## src/rtl/stream_demux1x16_if.sv

```systemverilog
// Handshake bundle for the 1-to-16 stream distributor: one input stream in,
// sixteen independent valid/ready lanes out.
interface stream_demux1x16_if #(
    parameter int WIDTH = 16
);
    logic [WIDTH-1:0]    in_data;
    logic                in_valid;
    logic [3:0]          in_sel;
    logic                in_bcast;
    logic                in_ready;
    logic [16*WIDTH-1:0] out_data;
    logic [15:0]         out_valid;
    logic [15:0]         out_ready;
    logic                busy;

    modport master (
        output in_data,
        output in_valid,
        output in_sel,
        output in_bcast,
        input  in_ready,
        input  out_data,
        input  out_valid,
        output out_ready,
        input  busy
    );

    modport slave (
        input  in_data,
        input  in_valid,
        input  in_sel,
        input  in_bcast,
        output in_ready,
        output out_data,
        output out_valid,
        input  out_ready,
        output busy
    );
endinterface

```

## src/rtl/stream_demux1x16.sv

```systemverilog
// 1-to-16 stream distributor: steers each accepted word to one lane (or all
// lanes on broadcast); every lane owns a one-entry holding register.
module stream_demux1x16 #(
    parameter int WIDTH = 16
) (
    input logic               clk,
    input logic               rst,
    stream_demux1x16_if.slave bus
);
    localparam int LANES = 16;

    logic [LANES-1:0]            lane_free_s;
    logic [LANES-1:0]            load_s;
    logic                        ready_s;
    logic                        accept_s;
    logic [LANES-1:0]            valid_r;
    logic [LANES-1:0][WIDTH-1:0] data_r;

    // A lane can take a word if empty or draining on this same edge
    always_comb begin
        lane_free_s = ~valid_r | bus.out_ready;
        if (rst) begin
            ready_s = 1'b0;
        end else if (bus.in_bcast) begin
            ready_s = &lane_free_s;
        end else begin
            ready_s = lane_free_s[bus.in_sel];
        end
    end

    // Decode accepted transfer into per-lane load strobes; broadcast is all-or-nothing
    always_comb begin
        accept_s = bus.in_valid & ready_s;
        load_s   = '0;
        if (accept_s) begin
            if (bus.in_bcast) begin
                load_s = '1;
            end else begin
                load_s[bus.in_sel] = 1'b1;
            end
        end else begin
            load_s = '0;
        end
    end

    // Per-lane holding registers; a load wins over a drain on the same edge
    always_ff @(posedge clk) begin
        if (rst) begin
            valid_r <= '0;
            data_r  <= '0;
        end else begin
            for (int i = 0; i < LANES; i++) begin
                if (load_s[i]) begin
                    data_r[i]  <= bus.in_data;
                    valid_r[i] <= 1'b1;
                end else if (valid_r[i] && bus.out_ready[i]) begin
                    valid_r[i] <= 1'b0;
                end else begin
                    valid_r[i] <= valid_r[i];
                end
            end
        end
    end

    assign bus.in_ready  = ready_s;
    assign bus.out_data  = data_r;
    assign bus.out_valid = valid_r;
    assign bus.busy      = |valid_r;
endmodule

```

## src/flat_wrapper.sv

```systemverilog
// flat-port wrapper written by rule: the top's interface ports become plain ports
module stream_demux1x16_flat 
#(
    parameter int WIDTH = 16
)
  (clk, rst, bus_in_data, bus_in_valid, bus_in_sel, bus_in_bcast, bus_in_ready, bus_out_data, bus_out_valid, bus_out_ready, bus_busy);
  stream_demux1x16_if #(.WIDTH(WIDTH)) bus_i ();
  input logic clk;
  input logic rst;
  input wire logic [$bits(bus_i.in_data)-1:0] bus_in_data;
  input wire logic [$bits(bus_i.in_valid)-1:0] bus_in_valid;
  input wire logic [$bits(bus_i.in_sel)-1:0] bus_in_sel;
  input wire logic [$bits(bus_i.in_bcast)-1:0] bus_in_bcast;
  output wire logic [$bits(bus_i.in_ready)-1:0] bus_in_ready;
  output wire logic [$bits(bus_i.out_data)-1:0] bus_out_data;
  output wire logic [$bits(bus_i.out_valid)-1:0] bus_out_valid;
  input wire logic [$bits(bus_i.out_ready)-1:0] bus_out_ready;
  output wire logic [$bits(bus_i.busy)-1:0] bus_busy;
  assign bus_i.in_data = bus_in_data;
  assign bus_i.in_valid = bus_in_valid;
  assign bus_i.in_sel = bus_in_sel;
  assign bus_i.in_bcast = bus_in_bcast;
  assign bus_in_ready = bus_i.in_ready;
  assign bus_out_data = bus_i.out_data;
  assign bus_out_valid = bus_i.out_valid;
  assign bus_i.out_ready = bus_out_ready;
  assign bus_busy = bus_i.busy;
  stream_demux1x16 #(.WIDTH(WIDTH)) u_core (.clk(clk), .rst(rst), .bus(bus_i));
endmodule
```

## config.mk

```make
export PLATFORM = sky130hd
export DESIGN_NAME = stream_demux1x16_flat
export DESIGN_NICKNAME = d
export VERILOG_FILES = /design/src/rtl/stream_demux1x16_if.sv /design/src/rtl/stream_demux1x16.sv /design/src/flat_wrapper.sv
export SDC_FILE = /design/constraint.sdc
export NUM_CORES = 1
export LEC_CHECK = 0
export ABC_CLOCK_PERIOD_IN_PS = 2500
export BUFFER_PORTS_ARGS = -buffer_cell sky130_fd_sc_hd__buf_4
export CORE_ASPECT_RATIO = 0.9
export CORE_MARGIN = 2
export CORE_UTILIZATION = 47
export CTS_CLUSTER_SIZE = 12
export DETAILED_ROUTE_END_ITERATION = 10
export GPL_TIMING_DRIVEN = 0
export HOLD_SLACK_MARGIN = 0.06
export PLACE_DENSITY = 0.75
export SKIP_LAST_GASP = 1
export SLEW_MARGIN = 5
export SYNTH_ARGS = -nofsm -noshare
export SYNTH_HDL_FRONTEND = slang
export SYNTH_SLANG_ARGS = --single-unit
```

## constraint.sdc

```tcl
create_clock -name clk -period 2.5 [get_ports clk]
set_clock_uncertainty 0.1 [all_clocks]
set_input_delay 0.375 -clock clk [delete_from_list [all_inputs] [get_ports clk]]
set_output_delay 0.375 -clock clk [all_outputs]
set_load 0.01 [all_outputs]
```

==> results of run 1 <==
stage by stage:
stage | area (um^2) | hold WS (ns) | instances | total power, mW | utilization (%)
6_report | 15600 | 0.0581 | 1758 | 11.4 | 69.1
3_3_place_gp | 13500 | 0.362 | 1625 | 6.75 | 60.0
4_1_cts | 15100 | 0.0761 | 1731 | 11.3 | 67.2
5_1_grt | 15600 | 0.0653 | 1758 | 11.7 | 69.1
3_5_place_dp | 13500 | 0.367 | 1625 | 6.78 | 60.0
2_1_floorplan | 10800 | 0.396 | 1017 | 5.98 | -
cells in the final DEF (no fill, tap or decap), types with 14 or more instances in the layout:
cell / synthesis / routed
nand2_1: 14 / 14
clkbuf_16: 0 / 32
or3_1: 17 / 17
dlygate4sd3_1: 0 / 18
a31oi_1: 22 / 22
dfxtp_1: 272 / 258
buf_4: 4 / 358
nand2b_1: 97 / 91
mux2i_1: 256 / 253
nor2_1: 196 / 196
buf_6: 13 / 18
clkbuf_1: 41 / 47
Yosys cell counts (5+ instances only):
cell type / number
nand2b_1: 97
a21oi_1: 10
clkbuf_1: 41
nor2_1: 196
o22ai_4: 7
buf_2: 14
nand4_1: 5
nand2_1: 14
nor2b_1: 8
mux2i_1: 256
or3_1: 17
buf_6: 13
dfxtp_1: 272
a31oi_1: 22
registers in the layout (all words and copies together), names as in the netlist:
signal and cells:
u_core.bus.out_data 256, u_core.bus.out_valid 16
final cells by class:
type / instances / area, um^2 / area share (%)
buffer: 76 / 510 / 3.28
clock buffer: 43 / 838 / 5.39
clock inverter: 6 / 111 / 0.716
inverter: 1 / 3.75 / 0.0241
multi-input combinational: 666 / 5000 / 32.2
sequential: 272 / 5470 / 35.1
tap: 297 / 372 / 2.39
timing repair buffer: 397 / 3250 / 20.9
cells by family after synthesis:
| kind of cell | share of synthesized area, % |
|---|---|
| AND/OR/NAND/NOR | 15.9 |
| flip-flops | 50.4 |
| multiplexers | 24.6 |
| buffers and inverters | 4.21 |
| AO/OA/AOI/OAI | 4.83 |
metal layers:
| metal | vias to the layer above | global-route usage (%) |
|---|---|---|
| li1 | 4290 | - |
| met1 | 4307 | 33.9 |
| met2 | 341 | 45.1 |
| met3 | 52 | 8.22 |
| met4 | 0 | 7.85 |
| met5 | - | 0 |
power by group through the flow:
stage	sequential (mW)	combinational [mW]	clock [mW]
finish	4.80	2.26	4.31
global route	4.82	2.40	4.52
CTS	4.79	2.11	4.37
detailed placement	4.87	1.90	0
global placement	4.87	1.88	0
floorplan	4.98	1.00	0
worst paths after layout:
kind,from,endpoint,slack [ns],cells past startpoint
max,u_core.bus.out_valid[14],bus_in_ready,-0.37,8
min,bus_out_ready[11],u_core.bus.out_valid[11],0.06,3
max reg2reg,u_core.bus.out_valid[14],u_core.bus.out_data[117],-0.11,10
min reg2reg,u_core.bus.out_data[68],u_core.bus.out_data[68],0.38,2
repair_timing:
action | CTS | global route
endpoints found under the setup margin | 175 | 247
pin swaps | 21 | 9
gates cloned | 2 | 3
hold buffers | 18 | 0
hold endpoints to repair | 34 | 0
resized for setup | 34 | 34
buffers inserted | 38 | 25
critical path, stage by stage, from the launching register on:
cell	delay, ns
dfxtp_2	0.33
nand2b_1	0.13
nand4_1	0.11
or4_4	0.53
buf_6	0.14
buf_12	0.11
or2_4	0.22
a21oi_2	0.13
buf_4	0.14
==> qor.yml, run 1 <==
route:
  met2_length_um: 16200
  drc: 0
  top_layer: "met4"
  met1_length_um: 14700
  wl_met3_um: 2870
  drt_iter0_drc: 434
  routed_wl_um: 34600
  wl_per_cell_um: 19.7
  ant_nets: 0
  via_per_inst: 5.11
  vias: 8990
  dr.pass1.iters: 5
placed_design:
  hpwl_um: 23700
  place_ws_ns: -0.472
  port_buffers: 311
  gp_congestion: 0.845
critical_path:
  crit_path_start_kind: "flip-flop"
  cp.arrival_ns: 2.39
  critical_path_class: "reg -> out"
  crit_fanout: 3
  critPathCaptureType: "output port"
  worstPathRequired_ns: 2.03
cts:
  clkTransAtPathRegs_ns: 0.06
  cts_buffers: 29
  cts_tree: "built"
  cts.sinks: 272
  root_buffer: "clkbuf_16"
  htreeDepth: 1
  insertion_delay_ns: 0.54
  cts_max_path_buffers: 3
timing:
  period_minus_slack_ns: 2.87
  final_hold_viol_count: 0
  rsz0062_at_grt: "true"
  finalMaxSlewViolations: 0
  fin_ws_ns: -0.365
  setup_tns_ns: -4.17
  min_period_over_period_pct: 115
  worst_pin_slew_ns: 0.711
  setup_violations: 93
  fmax_mhz: 349
  slew_headroom_pct: 52.6
power_and_ir_drop:
  netSwitchingFraction_pct: 26.4
  leakagePower_nw: 6.83
  irDropWorstVdd_v: 0.000483
  p_int_mw: 8.38
  power_frac_seq_pct: 42.2
  p_switching_mw: 3.00
  p_comb_share_pct: 19.9
  p_per_area_mw_per_mm2: 731
  clockPowerShare_pct: 37.9
global_route:
  grt-ovfl-total: 0
  grt_max_degree: 17
  grt_first_pass_wirelength_um: 51100
  first_global_vias: 8891
  antenna_found_initial: 0
  grt_usage_pct: 27.1
synthesis:
  synth_edf_count: 0
  ys.flop_type: "dfxtp_1"
  avgSynthCellArea_um2: 10.6
  synth_nets: 1057
  synth_area_leader_cell: "dfxtp_1"
  async_reset_ff_share_pct: 0
  yosysWarnings: 0
  ys_seq_area_share_pct: 50.4
  synth.distinct_cells: 40
  synth_seq_cells: 272
  synthCells: 1017
  synth_top_area_share_pct: 50.4
  synth.area.top_cells: "dfxtp_1 50%, mux2i_1 24%, nor2_1 6.8%"
  syn_area_mm2: 0.0108
die:
  ios: 314
  die_h_um: 148
  die_x_um: 164
  rows: 52
  core-area_mm2: 0.0225
  die-area_mm2: 0.0242
  initial_core_util_pct: 48.0
final_layout:
  drive_gt1_share_pct: 34.6
  diodes: 0
  syn_to_final_growth_pct: 44.1
  n_fill_cell: 1768
  nets: 1483
job:
  maxCapViolCount: 0
status:
  violations: "negative setup slack"
  status: "finished, violations left"
worst_hold_path:
  holdCritPathClass: "in -> reg"
Note: power is estimated with default switching activity, not from simulation.
==> inputs of run 2 (changes only) <==
--- a/config.mk
+++ b/config.mk
@@ -7,7 +7,6 @@
 export LEC_CHECK = 0
 export ABC_CLOCK_PERIOD_IN_PS = 2500
 export BUFFER_PORTS_ARGS = -buffer_cell sky130_fd_sc_hd__buf_4
-export CORE_ASPECT_RATIO = 0.9
 export CORE_MARGIN = 2
 export CORE_UTILIZATION = 47
 export CTS_CLUSTER_SIZE = 12
==> qor.yml, run 2 (synthesized netlist as in run 1, its figures left out) <==
timing:
  finalMaxSlewViolations: 0  # unchanged
  rsz0062_at_grt: "true"  # unchanged
  fin_ws_ns: -0.358  # was -0.365 ns
  fmax_mhz: 350  # was 349 MHz
  min_period_over_period_pct: 114  # was 115%
  slew_headroom_pct: 46.1  # was 52.6%
  worst_pin_slew_ns: 0.809  # was 0.711 ns
  setup_violations: 118  # was 93
  period_minus_slack_ns: 2.86  # was 2.87 ns
  final_hold_viol_count: 0  # unchanged
cts:
  clkTransAtPathRegs_ns: 0.06  # about the same
  cts_tree: "built"  # unchanged
  cts_buffers: 29  # unchanged
  root_buffer: "clkbuf_16"  # unchanged
  insertion_delay_ns: 0.55  # was 0.54 ns
  cts.sinks: 272  # unchanged
  cts_max_path_buffers: 3  # unchanged
  htreeDepth: 1  # unchanged
power_and_ir_drop:
  p_per_area_mw_per_mm2: 716  # was 731 mW/mm^2
  leakagePower_nw: 6.85  # was 6.83 nW
  netSwitchingFraction_pct: 27.2  # was 26.4%
  power_frac_seq_pct: 42.8  # was 42.2%
  p_int_mw: 8.14  # was 8.38 mW
  clockPowerShare_pct: 36.1  # was 37.9%
  irDropWorstVdd_v: 0.000614  # was 0.000483 V
  p_comb_share_pct: 21.1  # was 19.9%
  p_switching_mw: 3.05  # was 3.00 mW
critical_path:
  cp.arrival_ns: 2.38  # was 2.39 ns
  critical_path_class: "reg -> out"  # unchanged
  crit_fanout: 5  # was 3
  crit_path_start_kind: "flip-flop"  # unchanged
  critPathCaptureType: "output port"  # unchanged
  worstPathRequired_ns: 2.03  # about the same
final_layout:
  largest_register_ffs: 256  # unchanged
  final_cell_mix: "350 x buf_4, 259 x dfxtp_1, 253 x mux2i_1"  # was 358 x buf_4, 258 x dfxtp_1, 253 x mux2i_1
  drive_gt1_share_pct: 34.5  # was 34.6%
  nets: 1489  # was 1483
  stdcell_area_mm2: 0.0156  # about the same
  n_fill_cell: 1732  # was 1768
  multi_input_area_mm2: 0.00503  # was 0.00500 mm^2
  syn_to_final_growth_pct: 44.7  # was 44.1%
  ff_latch_area_mm2: 0.00547  # about the same
  layout_commonest_cell: "buf_4"  # unchanged
  diodes: 0  # unchanged
  fin_cells: 1752  # was 1758
route:
  routed_wl_um: 34800  # was 34600 um
  drt_iter0_drc: 422  # was 434
  drc: 0  # unchanged
  vias: 9036  # was 8990
  wl_per_cell_um: 19.8  # was 19.7 um
  via_per_inst: 5.16  # was 5.11
  dr.pass1.iters: 5  # unchanged
  ant_nets: 0  # unchanged
die:
  rows: 55  # was 52
  initial_core_util_pct: 47.8  # was 48.0%
  die_h_um: 156  # was 148 um
  die-area_mm2: 0.0242  # about the same
  ios: 314  # unchanged
  die_x_um: 156  # was 164 um
  core-area_mm2: 0.0226  # was 0.0225 mm^2
placed_design:
  placed_area_mm2: 0.0135  # about the same
  place_ws_ns: -0.525  # was -0.472 ns
  port_buffers: 311  # unchanged
  dp_cells: 1613  # was 1625
  gp_congestion: 0.857  # was 0.845
  hpwl_um: 23400  # was 23700 um
worst_hold_path:
  holdCritPathClass: "in -> reg"  # unchanged
status:
  violations: "negative setup slack"  # unchanged
  status: "finished, violations left"  # unchanged
global_route:
  grt_max_degree: 16  # was 17
  grt-ovfl-total: 0  # unchanged
  grt_usage_pct: 27.6  # was 27.1%
  antenna_found_initial: 0  # unchanged
  first_global_vias: 8973  # was 8891
  grt_first_pass_wirelength_um: 52200  # was 51100 um
job:
  maxCapViolCount: 0  # unchanged
==> run 2: layer usage <==
metal / share of wire, % / up-vias / global-route usage (%)
met5: 0 / - / 0
met4: 3.3 / 0 / 8.65
met3: 7.0 / 72 / 6.33
met2: 48 / 327 / 47.5
met1: 42 / 4333 / 34.4
li1: - / 4304 / -
==> run 2: cell type report <==
| class | instances | share of cell area [%] |
|---|---|---|
| inverter | 1 | 0.0240 |
| buffer | 74 | 2.97 |
| tap | 285 | 2.28 |
| timing repair buffer | 405 | 21.9 |
| clock buffer | 41 | 5.06 |
| multi-input combinational | 666 | 32.2 |
| sequential | 272 | 35.0 |
| clock inverter | 8 | 0.537 |
==> run 2: timing repair <==
item	in CTS	in global routing
hold buffers	21	1
gates resized for setup	51	40
gates cloned	7	1
pin swaps	24	17
buffers inserted	54	14
hold endpoints to repair	37	1
endpoints found under the setup margin	179	202
==> run 2: metrics by stage <==
stage               util [%]  hold WS [ns]  TNS (ns)  total power [mW]
floorplan                  -         0.396         0              5.98
global placement        59.8         0.363    -53.87              6.75
detailed placement      59.8         0.367    -53.61              6.77
CTS                     68.4        0.0615    -16.26              11.2
global route            69.2        0.0789    -12.86              11.6
finish                  69.2        0.0808     -5.51              11.2
==> run 2: critical path, cell delays in order (launching register included) <==
cell	delay [ns]
dfxtp_2	0.33
and4b_1	0.19
o41ai_4	0.44
o21ai_4	0.12
buf_6	0.15
or3_4	0.32
a21oi_2	0.14
buf_4	0.14
==> run 2: power by group through the flow <==
| stage | combinational, mW | clock, mW | sequential (mW) |
|---|---|---|---|
| 2_1_floorplan | 1.00 | 0 | 4.98 |
| 3_3_place_gp | 1.89 | 0 | 4.86 |
| 3_5_place_dp | 1.91 | 0 | 4.87 |
| 4_1_cts | 2.31 | 4.09 | 4.78 |
| 5_1_grt | 2.50 | 4.26 | 4.82 |
| 6_report | 2.36 | 4.04 | 4.79 |
==> run 2: path summary, 6_finish.rpt <==
check / from / end / slack, ns / depth (start not counted)
max: u_core.bus.out_valid[11] / bus_in_ready / -0.36 / 7
min: bus_out_ready[10] / u_core.bus.out_valid[10] / 0.08 / 3
max reg2reg: u_core.bus.out_valid[4] / u_core.bus.out_data[185] / -0.11 / 12
min reg2reg: u_core.bus.out_data[71] / u_core.bus.out_data[71] / 0.38 / 2
